===== config.mk =====
export PLATFORM = sky130hd
export DESIGN_NAME = load_store_unit
export DESIGN_NICKNAME = d
export VERILOG_FILES = /design/src/rtl/lsu_pkg.sv /design/src/rtl/lsu_align.sv /design/src/rtl/load_store_unit.sv
export SDC_FILE = /design/constraint.sdc
export NUM_CORES = 1
export LEC_CHECK = 0
export ABC_AREA = 1
export ABC_CLOCK_PERIOD_IN_PS = 2170
export CORE_MARGIN = 3
export CORE_UTILIZATION = 30
export CTS_CLUSTER_DIAMETER = 120
export CTS_CLUSTER_SIZE = 16
export DETAILED_ROUTE_END_ITERATION = 8
export GPL_ROUTABILITY_DRIVEN = 0
export GPL_TIMING_DRIVEN = 0
export PLACE_DENSITY = 0.54
export SYNTH_ARGS = -nofsm -noshare
export SYNTH_HDL_FRONTEND = slang
export SYNTH_SLANG_ARGS = --single-unit

===== constraint.sdc =====
create_clock -name clk -period 2.17 [get_ports clk]
set_input_delay 0.434 -clock clk [delete_from_list [all_inputs] [get_ports clk]]
set_output_delay 0.434 -clock clk [all_outputs]
set_load 0.03 [all_outputs]

===== src/rtl/lsu_pkg.sv =====
// Shared types and constants for the load/store unit.
package lsu_pkg;

    localparam int unsigned WORD_BYTES = 4;

    // Access size encoding as carried on req_size
    typedef enum logic [1:0] {
        SZ_B = 2'd0,
        SZ_H = 2'd1,
        SZ_W = 2'd2,
        SZ_X = 2'd3
    } lsu_size_t;

    typedef enum logic [2:0] {
        IDLE,
        ISSUE0,
        ISSUE1,
        WAIT,
        RESP
    } lsu_state_t;

endpackage


===== src/rtl/lsu_align.sv =====
// Lane alignment for the load/store unit: byte-enable masks, store data
// shifting across two words, and load extraction with sign/zero extension.
module lsu_align
    import lsu_pkg::*;
(
    input  lsu_size_t   size,
    input  logic [1:0]  off,
    input  logic        is_unsigned,
    input  logic [31:0] wdata,
    input  logic [31:0] rdata_lo,
    input  logic [31:0] rdata_hi,
    output logic [3:0]  be0,
    output logic [3:0]  be1,
    output logic        split,
    output logic [31:0] word0,
    output logic [31:0] word1,
    output logic [31:0] load_data
);

    logic [3:0]  base;
    logic [7:0]  mask8;
    logic [63:0] wide;
    logic [31:0] shifted;

    // Masks, store lane shift and load extraction
    always_comb begin
        unique case (size)
            SZ_B:    base = 4'h1;
            SZ_H:    base = 4'h3;
            SZ_W:    base = 4'hF;
            default: base = 4'h0;
        endcase
        mask8 = {4'h0, base} << off;
        be0   = mask8[3:0];
        be1   = mask8[7:4];
        split = |be1;

        wide  = {32'h0, wdata} << {off, 3'b000};
        word0 = wide[31:0];
        word1 = wide[63:32];

        // For non-split loads the wanted bytes all sit in rdata_lo
        shifted = 32'({rdata_hi, rdata_lo} >> {off, 3'b000});
        unique case (size)
            SZ_B:    load_data = is_unsigned ? {24'h0, shifted[7:0]}
                                             : {{24{shifted[7]}}, shifted[7:0]};
            SZ_H:    load_data = is_unsigned ? {16'h0, shifted[15:0]}
                                             : {{16{shifted[15]}}, shifted[15:0]};
            SZ_W:    load_data = shifted;
            default: load_data = 32'h0;
        endcase
    end

endmodule


===== src/rtl/load_store_unit.sv =====
// Load/store unit: one request at a time to a registered-read, byte-enabled
// word RAM. Misaligned halfword/word accesses become two word accesses.
module load_store_unit
    import lsu_pkg::*;
#(
    parameter int unsigned ALLOW_MISALIGNED = 1,
    parameter int unsigned ADDR_W           = 32
) (
    input  logic              clk,
    input  logic              rst_n,
    input  logic              req_valid,
    output logic              req_ready,
    input  logic              req_we,
    input  logic [1:0]        req_size,
    input  logic              req_unsigned,
    input  logic [ADDR_W-1:0] req_addr,
    input  logic [31:0]       req_wdata,
    output logic              resp_valid,
    output logic              resp_err,
    output logic [31:0]       resp_rdata,
    output logic [3:0]        mem_we,
    output logic [ADDR_W-1:0] mem_addr,
    output logic [31:0]       mem_wdata,
    input  logic [31:0]       mem_rdata
);

    lsu_state_t        state_q, state_d;

    logic              we_q;
    lsu_size_t         size_q;
    logic              uns_q;
    logic [1:0]        off_q;
    logic              split_q;
    logic [3:0]        be1_q;
    logic [31:0]       word1_q;
    logic [31:0]       lo_q;

    logic [3:0]        mem_we_q;
    logic [ADDR_W-1:0] mem_addr_q;
    logic [31:0]       mem_wdata_q;
    logic [31:0]       resp_rdata_q;
    logic              resp_err_q;

    logic              idle;
    lsu_size_t         al_size;
    logic [1:0]        al_off;
    logic              al_uns;
    logic [31:0]       al_lo;
    logic [3:0]        al_be0, al_be1;
    logic              al_split;
    logic [31:0]       al_word0, al_word1, al_load;
    logic              acc_err;

    // Aligner sees the live request while idle, the latched one afterwards
    always_comb begin
        idle    = (state_q == IDLE);
        al_size = idle ? lsu_size_t'(req_size) : size_q;
        al_off  = idle ? req_addr[1:0] : off_q;
        al_uns  = idle ? req_unsigned : uns_q;
        al_lo   = split_q ? lo_q : mem_rdata;
        acc_err = (req_size == 2'd3) || (al_split && (ALLOW_MISALIGNED == 0));
    end

    lsu_align u_align (
        .size        (al_size),
        .off         (al_off),
        .is_unsigned (al_uns),
        .wdata       (req_wdata),
        .rdata_lo    (al_lo),
        .rdata_hi    (mem_rdata),
        .be0         (al_be0),
        .be1         (al_be1),
        .split       (al_split),
        .word0       (al_word0),
        .word1       (al_word1),
        .load_data   (al_load)
    );

    // State register
    always_ff @(posedge clk or negedge rst_n) begin
        if (!rst_n) state_q <= IDLE;
        else        state_q <= state_d;
    end

    // Next-state logic
    always_comb begin
        state_d = state_q;
        unique case (state_q)
            IDLE:    if (req_valid) state_d = acc_err ? RESP : ISSUE0;
            ISSUE0:  state_d = split_q ? ISSUE1 : WAIT;
            ISSUE1:  state_d = WAIT;
            WAIT:    state_d = RESP;
            RESP:    state_d = IDLE;
            default: state_d = IDLE;
        endcase
    end

    // FSM outputs
    always_comb begin
        req_ready  = (state_q == IDLE);
        resp_valid = (state_q == RESP);
        resp_err   = resp_err_q;
        resp_rdata = resp_rdata_q;
        mem_we     = mem_we_q;
        mem_addr   = mem_addr_q;
        mem_wdata  = mem_wdata_q;
    end

    // Request latch, memory-side registers and response data
    always_ff @(posedge clk or negedge rst_n) begin
        if (!rst_n) begin
            we_q         <= 1'b0;
            size_q       <= SZ_B;
            uns_q        <= 1'b0;
            off_q        <= 2'b00;
            split_q      <= 1'b0;
            be1_q        <= 4'h0;
            word1_q      <= 32'h0;
            lo_q         <= 32'h0;
            mem_we_q     <= 4'h0;
            mem_addr_q   <= '0;
            mem_wdata_q  <= 32'h0;
            resp_rdata_q <= 32'h0;
            resp_err_q   <= 1'b0;
        end else begin
            unique case (state_q)
                IDLE: begin
                    if (req_valid) begin
                        we_q    <= req_we;
                        size_q  <= lsu_size_t'(req_size);
                        uns_q   <= req_unsigned;
                        off_q   <= req_addr[1:0];
                        split_q <= al_split;
                        be1_q   <= al_be1;
                        word1_q <= al_word1;
                        if (acc_err) begin
                            resp_err_q   <= 1'b1;
                            resp_rdata_q <= 32'h0;
                        end else begin
                            mem_addr_q  <= {req_addr[ADDR_W-1:2], 2'b00};
                            mem_we_q    <= req_we ? al_be0 : 4'h0;
                            mem_wdata_q <= al_word0;
                        end
                    end
                end
                ISSUE0: begin
                    if (split_q) begin
                        mem_addr_q  <= mem_addr_q + ADDR_W'(WORD_BYTES);
                        mem_we_q    <= we_q ? be1_q : 4'h0;
                        mem_wdata_q <= word1_q;
                    end else begin
                        mem_we_q <= 4'h0;
                    end
                end
                ISSUE1: begin
                    lo_q     <= mem_rdata;
                    mem_we_q <= 4'h0;
                end
                WAIT: begin
                    resp_err_q   <= 1'b0;
                    resp_rdata_q <= we_q ? 32'h0 : al_load;
                end
                default: ;
            endcase
        end
    end

endmodule


; After elaboration in Yosys (flattened, before gate mapping)
; Index checks and enable logic that the tools add are counted.
; W data, S select, Z words.
[totals]
inputBits = 103
register_bits = 179
out_inout_bits = 103
[classes]
eq_ne = 11
n_reduce_logical = 10
n_mux = 33
add_sub_neg = 1
shift = 3
[ops]
columns = operator, n
row1 = $mux W32, 12
row2 = $pmux W32 S2, 3
row3 = $pmux W32 S3, 1
row4 = $shl A32 B5 Y64, 1
row5 = $shr A64 B5 Y32, 1
row6 = $add A32 B3 Y32 const B, 1
row7 = $pmux W4 S3, 2
row8 = $mux W4, 5
row9 = $pmux W3 S4, 1
row10 = $shl A4 B2 Y8, 1
row11 = $eq A3 B2 Y1 const B, 2
row12 = $mux W3, 2
row13 = $ne A2 B2 Y1 const B, 3
row14 = $reduce_and A3 Y1, 2
row15 = $eq A2 B2 Y1 const B, 2
row16 = $mux W1, 4
row17 = $mux W2, 2
row18 = $reduce_and A4 Y1, 1
row19 = $reduce_bool A2 Y1, 2
row20 = $reduce_or A4 Y1, 1
row21 = $eq A3 B1 Y1 const B, 1
row22 = $eq A3 B3 Y1 const B, 1
row23 = $logic_not A3 Y1, 1
row24 = $reduce_bool A3 Y1, 1
row25 = 5 further kinds, 5

; Longest topological paths before layout
; Gate-level depths: netlist (run 1).
[logic_depth]
depth_word = 9
mapped_depth = 14
ltp_nobuf = 13

; Cells and area by module
; Synthesis (run 1) repeated with hierarchy kept, for this count alone.
[unflattened]
hier_cells = 1690
hier_area_um2 = 11234.5
[by_module_without_submodules]
columns = mod, cells_per_inst, n_inst, area_each_um2
row1 = load_store_unit, 1148, 1, 8749.6
row2 = lsu_align, 542, 1, 2484.9

; Worst setup path before layout (run 1)
; No wires, ideal clock.
[synth_path]
kind = reg-to-reg
start = reg state_q[1]
end = reg resp_rdata_q[11], in the netlist resp_rdata[11]
setup_ns = 0.066
period_less_slack_ns = 2.251
required_ns = 2.104
path_stages_with_launch = 12
t_arrival_ns = 2.186
slack_ns = -0.081
cell_sequence = dfrtp_1 -> inv_2 -> nand2_2 -> inv_2 -> or2_2 -> o21ai_0 -> inv_1 -> ha_1 -> nor3_2 -> clkbuf_1 -> nand2_1 -> nand2_1
[synth_via]
elab_chain_cells = 7
[synth_lines]
columns = item, line_no
row1 = start: declaration, load_store_unit.sv:27  ; lsu_state_t state_q, state_d;
row2 = start signal: assignment, load_store_unit.sv:82  ; else state_q <= state_d;
row3 = $logic_not A3 Y1 (*), --
row4 = named net req_ready, load_store_unit.sv:12  ; output logic req_ready,
row5 = $mux W2, load_store_unit.sv:58  ; al_off = idle ? req_addr[1:0] : off_q;
row6 = $shr A64 B5 Y32, lsu_align.sv:43  ; shifted = 32'({rdata_hi, rdata_lo} >> {off, 3'b000});
row7 = $mux W32 (on tied branches), "lsu_align.sv:47, lsu_align.sv:45"
row8 = $pmux W32 S3, lsu_align.sv:44  ; unique case (size)
row9 = $mux W32, load_store_unit.sv:161  ; resp_rdata_q <= we_q ? 32'h0 : al_load;
row10 = $pmux W32 S2, load_store_unit.sv:126  ; unique case (state_q)
row11 = end signal: assignment, load_store_unit.sv:161
row12 = end: declaration, load_store_unit.sv:41  ; logic [31:0] resp_rdata_q;
; The timed path passes the listed nets; every way through them passes the cells marked *.
; A chain may end at the register's enable or synchronous reset.

; Final worst setup path (run 1)
[layout_path]
start = reg state_q[2]
end = reg split_q
[layout_via]
elab_chain_cells = 6
[layout_lines]
columns = item, line_no
row1 = $logic_not A3 Y1 (*), "load_store_unit.sv:56, load_store_unit.sv:126"
row2 = $mux W2, load_store_unit.sv:57  ; al_size = idle ? lsu_size_t'(req_size) : size_q;
row3 = "$eq A2 B2 Y1, or another cell as far along", lsu_align.sv:27  ; unique case (size)
row4 = $pmux W4 S3, lsu_align.sv:27
row5 = $shl A4 B2 Y8, lsu_align.sv:33  ; mask8 = {4'h0, base} << off;
row6 = $reduce_or A4 Y1, lsu_align.sv:36  ; split = |be1;
row7 = end signal: assignment, load_store_unit.sv:133  ; split_q <= al_split;
row8 = end: declaration, load_store_unit.sv:33  ; logic split_q;
; Every way passes the cells marked *; elsewhere a longest branch is shown, timed or not.

==> results of run 1 <==
==> cell usage after synthesis, types with 2 or more instances <==
master	n
nand2_1	451
nand3_1	178
dfrtp_1	168
o21ai_0	165
inv_1	105
nor2_1	67
clkbuf_1	51
a21oi_1	30
buf_2	22
o211ai_1	22
nor3_1	15
o21ai_1	13
o22ai_1	13
or2_2	12
a22oi_1	9
nand4_1	8
xor2_1	7
buf_4	6
ha_1	5
o21a_1	5
a2bb2oi_1	4
a31oi_1	4
inv_2	4
nand3b_1	4
nand2_2	3
a22o_1	2
buf_6	2
nand3_2	2
nor2_4	2
nor3_2	2
==> metal layers <==
metal	track usage	routed length, µm
met1	0.305	18000
met5	0	0
met3	0.0421	2630
met4	0.0672	971
met2	0.357	18000
==> cell families after synthesis <==
logic type	Yosys count	synth area share
AOI/OAI and AO/OA	272	0.155
adders and majority gates	5	0.00639
other	1	0.000383
xor gates and xnor gates	8	0.00715
and+or+nand+nor	745	0.322
DFF	168	0.429
buffers and inverters	191	0.0798
==> flip-flops by register name, indices dropped and copies added, names as in the netlist, 3 cells and up <==
| name | cells |
|---|---|
| state_q | 3 |
| resp_rdata | 32 |
| word1_q | 24 |
| lo_q | 32 |
| mem_we | 4 |
| mem_addr | 30 |
| be1_q | 3 |
| mem_wdata | 32 |
==> critical path: cells and delay by family (launching register included) <==
kind / cells / cell delay (ns)
AND/OR/NAND/NOR: 4 / 0.41
flip-flops: 1 / 0.46
AO/OA/AOI/OAI: 3 / 0.43
buffers and inverters: 4 / 0.57
adder cells (fa/ha/maj): 1 / 0.18
==> layout make-up <==
| cell class | count | area (µm²) | area share |
|---|---|---|---|
| clock buffer | 17 | 425 | 0.0315 |
| inverter | 109 | 412 | 0.0305 |
| timing repair buffer | 228 | 2260 | 0.168 |
| tap | 435 | 544 | 0.0403 |
| multi-input combinational | 1032 | 5010 | 0.371 |
| sequential | 168 | 4210 | 0.311 |
| buffer | 82 | 478 | 0.0354 |
| clock inverter | 15 | 178 | 0.0131 |
==> cells in the final DEF (no fill, tap or decap), types with 6 or more instances in the layout <==
| cell type | instances |
|---|---|
| nor2_1 | 59 |
| clkdlybuf4s50_1 | 200 |
| a22oi_1 | 9 |
| nand4_1 | 8 |
| or2_2 | 11 |
| nor3_1 | 15 |
| inv_2 | 8 |
| a21oi_1 | 30 |
| o211ai_1 | 22 |
| o21ai_1 | 26 |
| buf_6 | 6 |
| clkbuf_1 | 26 |
| buf_2 | 15 |
| xor2_1 | 7 |
| nor2_2 | 6 |
| nand2_1 | 446 |
| clkbuf_2 | 18 |
| nand3_2 | 7 |
| clkbuf_16 | 17 |
| buf_4 | 29 |
| dfrtp_1 | 167 |
| o21ai_0 | 149 |
| o22ai_1 | 13 |
| inv_1 | 100 |
| nand3_1 | 170 |
==> timing repair <==
item                                    CTS  global route
endpoints found under the setup margin  114           105
gates resized for setup                  53            83
pin swaps                                 3            14
cloned                                    0             2
endpoints found under the hold margin    55             0
buffers inserted                         10            11
hold buffers                              1             0
==> power groups by stage <==
stage	Clock, mW	Sequential [mW]	Combinational (mW)
5_1_grt	3.32	5.81	17.7
2_1_floorplan	0	6.83	8.01
3_5_place_dp	0	5.66	14.8
3_3_place_gp	0	5.65	14.7
4_1_cts	3.22	5.62	15.4
6_report	3.17	5.64	16.2
==> worst max-delay path by stage <==
| stage | from | to | slack, ns |
|---|---|---|---|
| after global placement | rst_n | resp_rdata[26] | -6.77 |
| final | state_q[2] | split_q | 0.02 |
| after detailed placement | req_size[0] | resp_rdata[2] | -0.67 |
| after global routing | state_q[2] | resp_rdata[18] | -0.12 |
| after floorplan | state_q[1] | resp_rdata[0] | 0.0005 |
| after CTS | state_q[2] | resp_rdata[22] | -0.02 |
==> stage by stage <==
stage               setup slack (ns)  cell area [µm²]
floorplan                   0.000486             9810
global placement               -6.77            12400
detailed placement            -0.671            12400
CTS                          -0.0224            13300
global route                  -0.115            13500
finish                        0.0247            13500
==> impl_metrics.csv, run 1 <==
group,metric,value,unit
sta,hold_viol,0,
pwr,switching_share,0.529,
placed_design,numPortBuffers,203,
placed_design,dpl.cell_count,2030,
floorplanning,die_y,187,µm
cts,clk_pin_slew_worst_paths,0.09,ns
cts,cts_tree,"yes",
synth,yosys.area.top_type,"dfrtp_1",
synth,synth-edff-count,0,
sta,clock_skew,0.0158,ns
global_routing,grt-ovfl-total,0,
floorplanning,die_w,187,µm
cts,htreeDepth,4,
global_routing,antenna_found_initial,0,
pwr,internal_power,11.8,mW
synth,synthTopCellsByArea,"dfrtp_1 43%, nand2_1 17%, nand3_1 9.1%",
pwr,seqPwrFrac,0.225,
global_routing,grt_max_degree,114,
sta,maxSlewHeadroom,0.464,
cts,clk_latency,0.45,ns
critical_path,critPathMaxStageDelay,0.46,ns
sta,fin_crit_sh,0.989,
sta,finalSetupTns,0,ns
synth,yosysUniqueCellTypes,39,
critical_path,cp_slowest_cell,"dfrtp_2",
route,routed_wirelength,39600,µm
global_routing,grt_first_pass_wirelength,60900,µm
critical_path,cp_max_fo,10,
route,drc_errors,0,
pwr,vdd_drop_max,838,µV
layout,diodes,0,
critical_path,cp.arrival,2.50,ns
route,route.detailed.wl_per_inst,19.0,µm
layout,areaGrowthSynthToFinish,38.0,%
sta,min_period,2.15,ns
layout,nNetsFinal,1746,
pwr,pwr-share-comb,0.648,
layout,layout-drive-gt1-share,0.107,
cts,cts_sinks,168,
global_routing,grt_pass1_vias,10400,
pwr,clkPwrFrac,0.127,
synth,synth.avg_cell_area,7.05,µm²
layout,final_core_util,0.424,
critical_path,crit_path_start_kind,"flip-flop",
synth,synth-warning-count,0,
sta,timing.fmax,466,MHz
layout,fill_cells,3365,
worst_hold_path,hold_path_class,"in -> async",
critical_path,r2r_end,"split_q",
route,drt_iter0_markers,1061,
critical_path,rr_worst_depth,12,
floorplanning,fp-row-count,65,
pwr,p_leak,6.16,nW
sta,worst_pin_slew,0.805,ns
placed_design,hpwlAfterDp,29400,µm
sta,rsz0062_at_grt,"true",
critical_path,reg2reg_slack,0.02,ns
critical_path,path_class,"reg -> reg",
pwr,p_per_area,1850,nW/µm²
flow_run,max_cap_viol_count,0,
pwr,switching_power,13.2,mW
cts,clockBufferDepth,2,
synth,synth-seq-cells,168,
critical_path,worstPathRequired,2.52,ns
synth,syn_inst,1390,
critical_path,reg2reg_from,"state_q[2]",
synth,async_flop_share,1.00,
floorplanning,start_util,0.307,
floorplanning,die_area,34900,µm²
route,vias,10800,
status,status,"complete, no violations",
synth,ys_seq_area_frac,0.429,
synth,syn-cell-area,9800,µm²
synth,synth_ff_type,"dfrtp_1",
sta,slew_violations,0,
route,dr.pass1.iters,5,
route,viasPerCell,5.18,
cts,numCtsBuffers,17,
sta,setup_viol,0,
synth,yosys.area.top_type_share,0.429,
critical_path,crit_top_cell,"nand2_1",
global_routing,grt_usage,0.222,
critical_path,worstPathCellList,"nor2_4, nand2_4, buf_12, o21ai_4, buf_6, ha_2, clkbuf_8, buf_4, nand2_1, a21oi_1, nand2_1, o211ai_1",
layout,stdcell_count,2086,
pwr,power,25.0,mW
route,ant_nets,0,
sta,whs,0.469,ns
critical_path,crit_path_end_kind,"flip-flop",
floorplanning,io-pin-count,206,
cts,ctsRootBufferMaster,"clkbuf_16",
floorplanning,core_area,31900,µm²
No activity file was read; power rests on OpenSTA's default activity.
==> inputs of run 2 (changes only) <==
- CORE_MARGIN: 3 -> 5
==> run 2 against run 1 <==
Against the previous run:
- the flow now finishes with violations (negative setup slack)
- sequential power hardly changed
- hold slack gained 0.0060 ns
- routed wire length increased by 3.0%
- via count decreased by 0.19%
- critical endpoint is now resp_rdata[20]
- largest power group unchanged
- highest routed layer unchanged
==> impl_metrics.csv, run 2 (same netlist as run 1, synthesis figures left out) <==
group,metric,value,unit
status,status,"finished, violations left",
status,violations,"negative setup slack",
floorplanning,start_util,0.303,
floorplanning,core_area,32400,µm²
route,drt_iter0_markers,1184,
placed_design,hpwlAfterDp,29800,µm
cts,numCtsBuffers,17,
worst_hold_path,holdPathEnd,"resp_rdata[18]",
pwr,vdd_drop_max,814,µV
global_routing,grt-ovfl-total,0,
floorplanning,die_w,191,µm
route,ant_nets,0,
sta,fin_ws,-0.0562,ns
critical_path,reg2reg_from,"state_q[2]",
cts,cts_sinks,168,
critical_path,reg2reg_slack,-0.06,ns
critical_path,path_class,"reg -> reg",
sta,fin_crit_sh,1.03,
global_routing,grt_usage,0.214,
global_routing,antenna_found_initial,1,
sta,rsz0062_at_grt,"true",
sta,hold_viol,0,
critical_path,rr_worst_depth,11,
layout,nNetsFinal,1752,
placed_design,numPortBuffers,203,
critical_path,r2r_end,"resp_rdata[20]",
worst_hold_path,hold-path-cell-count,2,
cts,clk_pin_slew_worst_paths,0.07,ns
flow_run,max_cap_viol_count,0,
worst_hold_path,hold_path_class,"reg -> reg",
layout,stdcell_count,2101,
global_routing,grt_pass1_vias,10200,
layout,layout-drive-gt1-share,0.129,
floorplanning,fp-row-count,66,
cts,htreeDepth,4,
placed_design,dpl.cell_count,2037,
layout,fill_cells,3314,
route,routed_wirelength,40800,µm
sta,maxSlewHeadroom,0.528,
critical_path,cp_slowest_cell,"dfrtp_2",
critical_path,cp_max_fo,6,
critical_path,worstPathRequired,2.56,ns
sta,setup_viol,29,
sta,min_period,2.23,ns
pwr,p_leak,6.34,nW
layout,areaGrowthSynthToFinish,41.7,%
floorplanning,die_y,191,µm
pwr,p_per_area,1870,nW/µm²
critical_path,critPathMaxStageDelay,0.45,ns
layout,final_area,13900,µm²
sta,timing.fmax,449,MHz
cts,clk_latency,0.45,ns
layout,final_common_cell,"nand2_1",
route,drc_errors,0,
route,dr.pass1.iters,5,
route,viasPerCell,5.13,
sta,clock_skew,0.0125,ns
critical_path,worstPathBufferInverterCount,4,
critical_path,cp_top_family,"simple AND/OR/NAND/NOR gates",
cts,cts_tree,"yes",
critical_path,crit_path_end_kind,"flip-flop",
worst_hold_path,hold_start,"resp_rdata[18]",
global_routing,grt_max_degree,106,
placed_design,dpl-instance-area,12400,µm²
sta,finalSetupTns,-0.903,ns
critical_path,cp.arrival,2.61,ns
floorplanning,io-pin-count,206,
route,route.detailed.wl_per_inst,19.4,µm
route,vias,10800,
cts,ctsRootBufferMaster,"clkbuf_16",
global_routing,grt_first_pass_wirelength,60000,µm
cts,clockBufferDepth,2,
placed_design,place_ws,-0.600,ns
layout,final_cell_mix,"425 x nand2_1, 200 x clkdlybuf4s50_1, 166 x nand3_1, 166 x dfrtp_1, 145 x o21ai_0",
sta,worst_pin_slew,0.708,ns
critical_path,worstPathCellList,"nor2_4, nand2_4, buf_12, o21ai_4, inv_2, ha_4, nor3_4, buf_12, buf_8, nand2_1, nand2_1",
floorplanning,die_area,36400,µm²
layout,final_core_util,0.429,
critical_path,crit_path_start_kind,"flip-flop",
sta,slew_violations,0,
[run 2: worst max path at each step]
stage	end	cells after the start	start	slack, ns
global placement	resp_rdata[28]	1	rst_n	-6.76
global route	resp_rdata[20]	12	state_q[2]	-0.14
floorplan	resp_rdata[0]	11	state_q[1]	0.0005
detailed placement	resp_rdata[23]	9	req_size[0]	-0.60
finish	resp_rdata[20]	11	state_q[2]	-0.06
CTS	resp_rdata[28]	13	state_q[2]	-0.04
[run 2: layout make-up]
class	count	area, µm²	area share
repair buffers	233	2380	0.172
clock buffers	20	447	0.0322
well taps	442	553	0.0399
inverters	109	419	0.0302
plain buffers	82	498	0.0359
multi-input cells	1033	5230	0.377
clock inverters	12	131	0.00947
flip-flops and latches	168	4210	0.303
diodes	2	5.00	0.000361
[run 2: worst min-delay path: cells and delay by family, from the launching register on]
| family | cells | cell delay (ns) |
|---|---|---|
| flops | 1 | 0.34 |
| simple gates | 2 | 0.10 |
[run 2: power breakdown]
| part | internal, mW | switching, mW |
|---|---|---|
| Combinational | 6.08 | 11.2 |
| Clock | 1.57 | 1.53 |
| Sequential | 4.56 | 1.11 |
| Total | 12.2 | 13.8 |
[run 2: metal layers]
metal,vias to the layer above,GRT usage,share of wire
li1,5106,-,-
met1,5101,0.296,0.44
met2,500,0.338,0.45
met3,71,0.0447,0.085
met4,0,0.0635,0.024
met5,-,0,0
[run 2: stage by stage]
step / hold slack (ns) / total power, mW
after CTS: 0.482 / 24.0
final: 0.475 / 26.0
after global placement: 0.452 / 20.4
after floorplan: 0.138 / 14.8
after global routing: 0.487 / 27.7
after detailed placement: 0.418 / 20.5
[run 2: what timing repair did]
action,in CTS,in global routing
buffers inserted,5,15
resized for setup,48,150
endpoints found under the hold margin,63,0
cloned,1,8
pin swaps,3,35
setup endpoints to repair,116,86
hold buffers,1,0
